<file path="src/rtl/sweep_capture_engine.sv">
// sweep_capture_engine: sweeps all 2^IN_W stimulus vectors, captures DUT responses via valid/ready and compacts them into a signature; SWEEP_GRAY_MODE_EN enables Gray-order sweeps
module sweep_capture_engine #(
  parameter int unsigned IN_W = 6,
  parameter int unsigned OUT_W = 1,
  parameter int unsigned SETTLE = 1,
  parameter int unsigned SIG_W = 16,
  parameter logic [SIG_W-1:0] SIG_POLY = 16'h1021
) (
  input  logic             CK,
  input  logic             reset,
  input  logic             start,
  input  logic             mode,
  output logic [IN_W-1:0]  dut_in,
  input  logic [OUT_W-1:0] dut_out,
  output logic             smp_valid,
  input  logic             smp_ready,
  output logic [IN_W-1:0]  smp_vec,
  output logic [OUT_W-1:0] smp_resp,
  output logic             busy,
  output logic             done,
  output logic [SIG_W-1:0] signature,
  output logic [IN_W:0]    vec_count
);
`ifdef SWEEP_GRAY_MODE_EN
  localparam logic GRAY = 1'b1;
`else
  localparam logic GRAY = 1'b0;
`endif
  localparam logic [7:0] LAST_CNT = 8'(SETTLE - 1);
  typedef enum logic [1:0] {IDLE, APPLY, SAMPLE, DONE} state_t;
  state_t state_q, state_d;
  logic [IN_W-1:0] idx_q, idx_d, dut_in_q, dut_in_d, smp_vec_q, smp_vec_d;
  logic [OUT_W-1:0] smp_resp_q, smp_resp_d;
  logic [SIG_W-1:0] sig_q, sig_d;
  logic [IN_W:0] vc_q, vc_d;
  logic [7:0] cnt_q, cnt_d;
  logic mode_q, mode_d;
  function automatic logic [IN_W-1:0] enc(input logic [IN_W-1:0] i, input logic g);
    return g ? i ^ (i >> 1) : i;
  endfunction
  // state and datapath registers; reset wins over a coincident start
  always_ff @(posedge CK) begin
    if (reset) begin
      state_q <= IDLE;
      idx_q <= '0;
      dut_in_q <= '0;
      smp_vec_q <= '0;
      smp_resp_q <= '0;
      sig_q <= '0;
      vc_q <= '0;
      cnt_q <= '0;
      mode_q <= 1'b0;
    end else begin
      state_q <= state_d;
      idx_q <= idx_d;
      dut_in_q <= dut_in_d;
      smp_vec_q <= smp_vec_d;
      smp_resp_q <= smp_resp_d;
      sig_q <= sig_d;
      vc_q <= vc_d;
      cnt_q <= cnt_d;
      mode_q <= mode_d;
    end
  end
  // next-state: settle for SETTLE cycles, capture, hand off, advance or finish
  always_comb begin
    state_d = state_q;
    idx_d = idx_q;
    dut_in_d = dut_in_q;
    smp_vec_d = smp_vec_q;
    smp_resp_d = smp_resp_q;
    sig_d = sig_q;
    vc_d = vc_q;
    cnt_d = cnt_q;
    mode_d = mode_q;
    case (state_q)
      IDLE: if (start) begin
        state_d = APPLY;
        idx_d = '0;
        dut_in_d = '0;
        sig_d = '0;
        vc_d = '0;
        cnt_d = '0;
        mode_d = mode & GRAY;
      end
      APPLY: if (cnt_q == LAST_CNT) begin
        smp_resp_d = dut_out;
        smp_vec_d = dut_in_q;
        state_d = SAMPLE;
      end else cnt_d = cnt_q + 8'd1;
      SAMPLE: if (smp_ready) begin
        vc_d = vc_q + 1'b1;
        sig_d = {sig_q[SIG_W-2:0], 1'b0} ^ (sig_q[SIG_W-1] ? SIG_POLY : '0) ^ SIG_W'(smp_resp_q);
        cnt_d = '0;
        if (&idx_q) state_d = DONE;
        else begin
          idx_d = idx_q + 1'b1;
          dut_in_d = enc(idx_q + 1'b1, mode_q);
          state_d = APPLY;
        end
      end
      default: state_d = IDLE;
    endcase
  end
  assign dut_in = dut_in_q;
  assign smp_vec = smp_vec_q;
  assign smp_resp = smp_resp_q;
  assign smp_valid = state_q == SAMPLE;
  assign busy = state_q == APPLY || state_q == SAMPLE;
  assign done = state_q == DONE;
  assign signature = sig_q;
  assign vec_count = vc_q;
endmodule

</file>
<file path="config.mk">
export PLATFORM = sky130hd
export DESIGN_NAME = sweep_capture_engine
export DESIGN_NICKNAME = d
export VERILOG_FILES = /design/src/rtl/sweep_capture_engine.sv
export SDC_FILE = /design/constraint.sdc
export NUM_CORES = 1
export LEC_CHECK = 0
export ABC_AREA = 1
export CAP_MARGIN = 30
export CELL_PAD_IN_SITES_DETAIL_PLACEMENT = 2
export CELL_PAD_IN_SITES_GLOBAL_PLACEMENT = 2
export CORE_MARGIN = 4
export CORE_UTILIZATION = 29
export CTS_BUF_LIST = sky130_fd_sc_hd__clkbuf_8
export CTS_CLUSTER_SIZE = 24
export DETAILED_ROUTE_END_ITERATION = 10
export PLACE_DENSITY = 0.92
export SYNTH_ARGS = -nofsm -noshare
export SYNTH_HDL_FRONTEND = slang
export SYNTH_SLANG_ARGS = --single-unit
</file>
<file path="constraint.sdc">
create_clock -name CK -period 1.7 [get_ports CK]
set_input_delay 0.34 -clock CK [delete_from_list [all_inputs] [get_ports CK]]
set_output_delay 0.34 -clock CK [all_outputs]
set_load 0.1 [all_outputs]
</file>
# After elaboration in Yosys (flattened, before gate mapping)
# Index checks and enable logic that the tools add are counted.
# totals
inputBits	6
regBits	46
# classes
bitwise	2
n_eq_ne	8
reduce_logical	11
mux	20
n_addsub	3
# ops
operator	count
16-bit 2-to-1 mux	2
16-bit one-hot mux with 2 select lines	1
8-bit 2-to-1 mux	3
8-bit one-hot mux with 3 select lines	1
6-bit 2-to-1 mux	3
16-bit by 1-bit XOR with 16-bit output	1
16-bit by 13-bit XOR with 16-bit output	1
7-bit 2-to-1 mux	2
7-bit one-hot mux with 2 select lines	1
13-bit 2-to-1 mux	1
6-bit one-hot mux with 2 select lines	1
8-bit by 1-bit adder with 8-bit output (second input constant)	1
8-bit zero test	1
2-bit 2-to-1 mux	4
2-bit != test (second input constant)	4
4-bit AND reduction	2
7-bit by 1-bit adder with 7-bit output (second input constant)	1
6-bit by 1-bit adder with 6-bit output (second input constant)	1
2-bit one-hot mux with 3 select lines	1
3-bit AND reduction	2
6-bit AND reduction	1
2-bit equality test (second input constant)	2
3-bit nonzero test	1
2-bit by 1-bit equality test with 1-bit output (second input constant)	1
other kinds (5)	5

# Longest topological paths before layout
# logic_depth
word_depth	5
mapped_depth	11
ltp_nobuf	10

# Worst setup path before layout
# OpenSTA, ideal clock, no wires.
# synth_timing
path_kind	register to register
start	reg state_q[0]
end	reg sig_q[10] (netlist: signature[10])
path_buffers	1
arrival_time_ns	2.095
required_ns	1.568
setup_slack_ns	-0.527
setup_ns	0.132
path_stages_with_launch	9
cell_sequence	dfxtp_1 > inv_1 > ha_1 > inv_2 > o21ai_4 > inv_2 > buf_4 > nand3_1 > a21oi_1
# synth_between
elab_chain_len	3
word_cells_on_any_way	7
cone_classes	3 x eq/ne; 1 x mux; 3 x reduce/logical
# synth_lines
element	line_no	rtl
from (decl)	31	state_t state_q, state_d;
from (signal assigned)	54	state_q <= state_d;
2-bit equality test (*)	n/a	
named net smp_valid	15	output logic smp_valid,
2-bit by 1-bit != test with 1-bit output (no source line) / 2-bit nonzero test (equally long branches)	n/a	
3-bit AND reduction (no source line)	n/a	
to (signal assigned)	59	sig_q <= sig_d;
to (decl)	34	logic [SIG_W-1:0] sig_q, sig_d;
# Mark *: on every way through the listed nets, which the timed path passes. The rest lies on a longest branch.
# A chain may end at the register's enable or synchronous reset.

# Worst setup path after layout
# layout_timing
start	reg state_q[0]
end	reg dut_in_q[3] (netlist: dut_in[3])
# layout_between
elab_chain_len	3
word_cells_on_any_way	8
cone_classes	4 x eq/ne; 1 x mux; 3 x reduce/logical
# layout_lines
element	line_no	rtl
2-bit equality test / 2-bit zero test (equally long branches)	76	case (state_q)
2-bit != test (no source line) (tied with other cells)	n/a	
4-bit AND reduction (no source line)	n/a	
to (signal assigned)	56	dut_in_q <= dut_in_d;
to (decl)	32	logic [IN_W-1:0] idx_q, idx_d, dut_in_q, dut_in_d, smp_vec_q, smp_vec_d;
# Several ways; a longest one is shown, not always the timed one.

==> metrics.json <==
{
  "result_of_the_run": {"value": "finished with violations"},
  "violated_checks": {"value": "negative setup slack"},
  "maxSlewHeadroom": {"value": 69.3, "unit": "%"},
  "final.setup.worst_slack": {"value": -0.120, "unit": "ns"},
  "leakage_power": {"value": 1.43, "unit": "nW"},
  "area_delta_synth_final": {"value": 53.7, "unit": "%"},
  "routed_wire_length_per_instance": {"value": 22.9, "unit": "um"},
  "holdCritPathClass": {"value": "reg2reg"},
  "grt_setup_unrepaired": {"value": "yes"},
  "totalWireLength": {"value": 11400, "unit": "um"},
  "route.detailed.drc": {"value": 0},
  "flops_latches_synth": {"value": 46},
  "route.vias.total": {"value": 2543},
  "final_layout_size_suffix_gt1_share": {"value": 28.4, "unit": "%"},
  "rows": {"value": 32},
  "floorplan.core_area": {"value": 7730, "unit": "um^2"},
  "seq_area_frac_synth": {"value": 39.9, "unit": "%"},
  "syn-cell-area": {"value": 2310, "unit": "um^2"},
  "synth_cells": {"value": 332},
  "report.power.total": {"value": 5.39, "unit": "mW"},
  "cts_hold_buffers": {"value": 0},
  "chipWidth": {"value": 97.2, "unit": "um"},
  "antenna_found_initial": {"value": 0},
  "drt-initial-drc-count": {"value": 100},
  "finalWeightedCongestion": {"value": 0.761},
  "critical_path_class": {"value": "reg2reg"},
  "achievable-frequency": {"value": 549, "unit": "MHz"},
  "ys.warnings.count": {"value": 0},
  "numCtsBuffers": {"value": 5},
  "transition_at_the_pin_with_the_smallest_max_transition_slack": {"value": 0.459, "unit": "ns"},
  "dp_slack": {"value": -0.249, "unit": "ns"},
  "die_height": {"value": 97.2, "unit": "um"},
  "postSynthAreaPerCell": {"value": 6.95, "unit": "um^2"},
  "die_area": {"value": 9450, "unit": "um^2"},
  "tritoncts_num_sinks": {"value": 46},
  "instances_no_fill": {"value": 496},
  "worst_clock_skew": {"value": 0.0138, "unit": "ns"},
  "cts-htree-levels": {"value": 2},
  "drv_cap": {"value": 0},
  "synthFlopType": {"value": "dfxtp_1"},
  "cellPowerDensity": {"value": 1520, "unit": "nW/um^2"},
  "report.final.hold_viol_count": {"value": 0},
  "layout_min_cycle_time": {"value": 1.82, "unit": "ns"},
  "place_hpwl": {"value": 7110, "unit": "um"},
  "portBuffers": {"value": 43},
  "cts_root_buf": {"value": "clkbuf_8"},
  "clk_transition_reported_paths": {"value": 0.09, "unit": "ns"},
  "placed_cells_incl_taps": {"value": 483},
  "first_pass_grt_wire_length": {"value": 15400, "unit": "um"},
  "ys_async_sr_fraction": {"value": 0, "unit": "%"},
  "grt_use_total": {"value": 20.4, "unit": "%"},
  "synth_cell_type_count": {"value": 25},
  "number_of_top_level_pins": {"value": 45},
  "layout_worst_path_cycle_share": {"value": 107, "unit": "%"},
  "maxSlewViolCount": {"value": 0},
  "capturing_element_type_of_the_critical_path": {"value": "flop"},
  "final_nets": {"value": 407},
  "mappedNetlistNets": {"value": 346},
  "timing.final.setup_violations": {"value": 11},
  "diodes": {"value": 0},
  "firstDrtPassIters": {"value": 4},
  "start_util": {"value": 29.9, "unit": "%"},
  "critical_path.max_fanout": {"value": 18},
  "cp-start-kind": {"value": "flop"},
  "synth_edf_count": {"value": 0},
  "grt_start_max_net_pins": {"value": 21},
  "ant_nets": {"value": 0},
  "overflow": {"value": 0},
  "ir_worst_vdd": {"value": 0.779, "unit": "mV"},
  "insertion_delay": {"value": 0.32, "unit": "ns"},
  "critPathRequiredTime": {"value": 1.91, "unit": "ns"},
  "cp.arrival": {"value": 2.03, "unit": "ns"},
  "clockBufferDepth": {"value": 2},
  "vias_in_the_first_global_route": {"value": 2819},
  "tritoncts": {"value": "built"},
  "avgViaCountPerCell": {"value": 5.13}
}
==> per-layer routing <==
layer	GRT usage, %	part of all wire (%)	vias up
met5	0	0	-
met4	7.13	3.1	0
met3	3.88	3.3	25
met2	39.0	54	64
met1	22.3	40	1272
li1	-	-	1182
==> synth_stat cells (2+ instances only) <==
library cell   n  share of area (%)
o21ai_0        5                1.1
nand3_1       34                7.4
buf_4          2               0.65
clkbuf_1       3               0.49
nand2_1       86                 14
nor2_1        48                7.8
nand2_2        2               0.54
inv_2          6               0.98
a21oi_1       33                7.2
or2_2          2               0.54
nand4_1        4                1.1
nor2_4         3                1.5
o21ai_1        6                1.3
dfxtp_1       46                 40
o21ai_2        2               0.76
buf_6          5                2.4
xnor2_1        2               0.76
ha_1           8                4.3
inv_1         27                4.4
nor2_2         3               0.81
==> final cells by class <==
class,instances,area [um^2]
sequential,46,940
tap,102,128
clock inverter,2,8.76
multi-input combinational,241,1240
fill,849,4180
inverter,33,126
clock buffer,6,82.6
timing repair buffer,66,1020
==> state kept, by name (all words and copies together), names as in the netlist <==
register   flops
smp_vec        6
cnt_q          8
state_q        2
dut_in         6
vec_count      7
signature     16
smp_resp       1
==> path summary, 6_finish.rpt <==
check	cells past startpoint	start	to	slack, ns
hold / removal	2	cnt_q[0]	cnt_q[0]	0.52
hold reg to reg	2	cnt_q[0]	cnt_q[0]	0.52
setup reg to reg	9	state_q[0]	dut_in[3]	-0.12
setup / recovery	9	state_q[0]	dut_in[3]	-0.12
==> kinds of logic (layout without fill, tap and decap cells) <==
family | after synthesis | count (layout) | share of synthesized area (%)
AND/OR/NAND/NOR | 183 | 183 | 34.1
AO/OA/AOI/OAI | 48 | 48 | 11.6
XOR/XNOR | 2 | 2 | 0.759
flip-flops | 46 | 46 | 39.9
buffers and inverters | 45 | 107 | 9.33
adder cells (fa/ha/maj) | 8 | 8 | 4.34
==> timing repair <==
item | 4_1_cts | 5_1_grt
endpoints found under the setup margin | 46 | 34
buffers inserted | 2 | 2
pin swaps | 2 | 6
gates cloned | 0 | 1
hold endpoints to repair | 0 | 0
gates resized for setup | 5 | 15
==> critical path, stage by stage, from the launching register on <==
cell and delay [ns]:
dfxtp_2 0.36, inv_4 0.09, ha_4 0.17, buf_6 0.21, nand2_1 0.09, inv_1 0.13, nand2_1 0.13, nand2_2 0.19
nand2_1 0.08, a21oi_1 0.26
==> cells in the final DEF, fill, tap and decap left out, drive strengths merged <==
master         instances
nor2                  54
nand2                 89
a21oi                 33
clkinv                 1
or2                    2
inv                   34
nand4                  4
dfxtp                 46
nand3                 34
xnor2                  2
clkbuf                 6
buf                   62
o211ai                 1
ha                     8
clkdlybuf4s50          4
o21ai                 14
==> through the flow <==
stage	instance area, um^2	setup TNS [ns]	hold slack, ns	utilization [%]
3_5_place_dp	3350	-4.25	0.509	43.4
4_1_cts	3470	0	0.521	44.9
5_1_grt	3550	-1.74	0.522	45.9
6_report	3550	-0.447	0.516	45.9
3_3_place_gp	3350	-0.612	0.476	43.4
2_1_floorplan	2330	0	0.461	-
==> report_power, final <==
group	internal [mW]	total (mW)	switching, mW
Clock	0.323	0.740	0.416
Combinational	1.18	3.33	2.15
Sequential	1.18	1.32	0.138
Note: power is estimated with default switching activity, not from simulation.
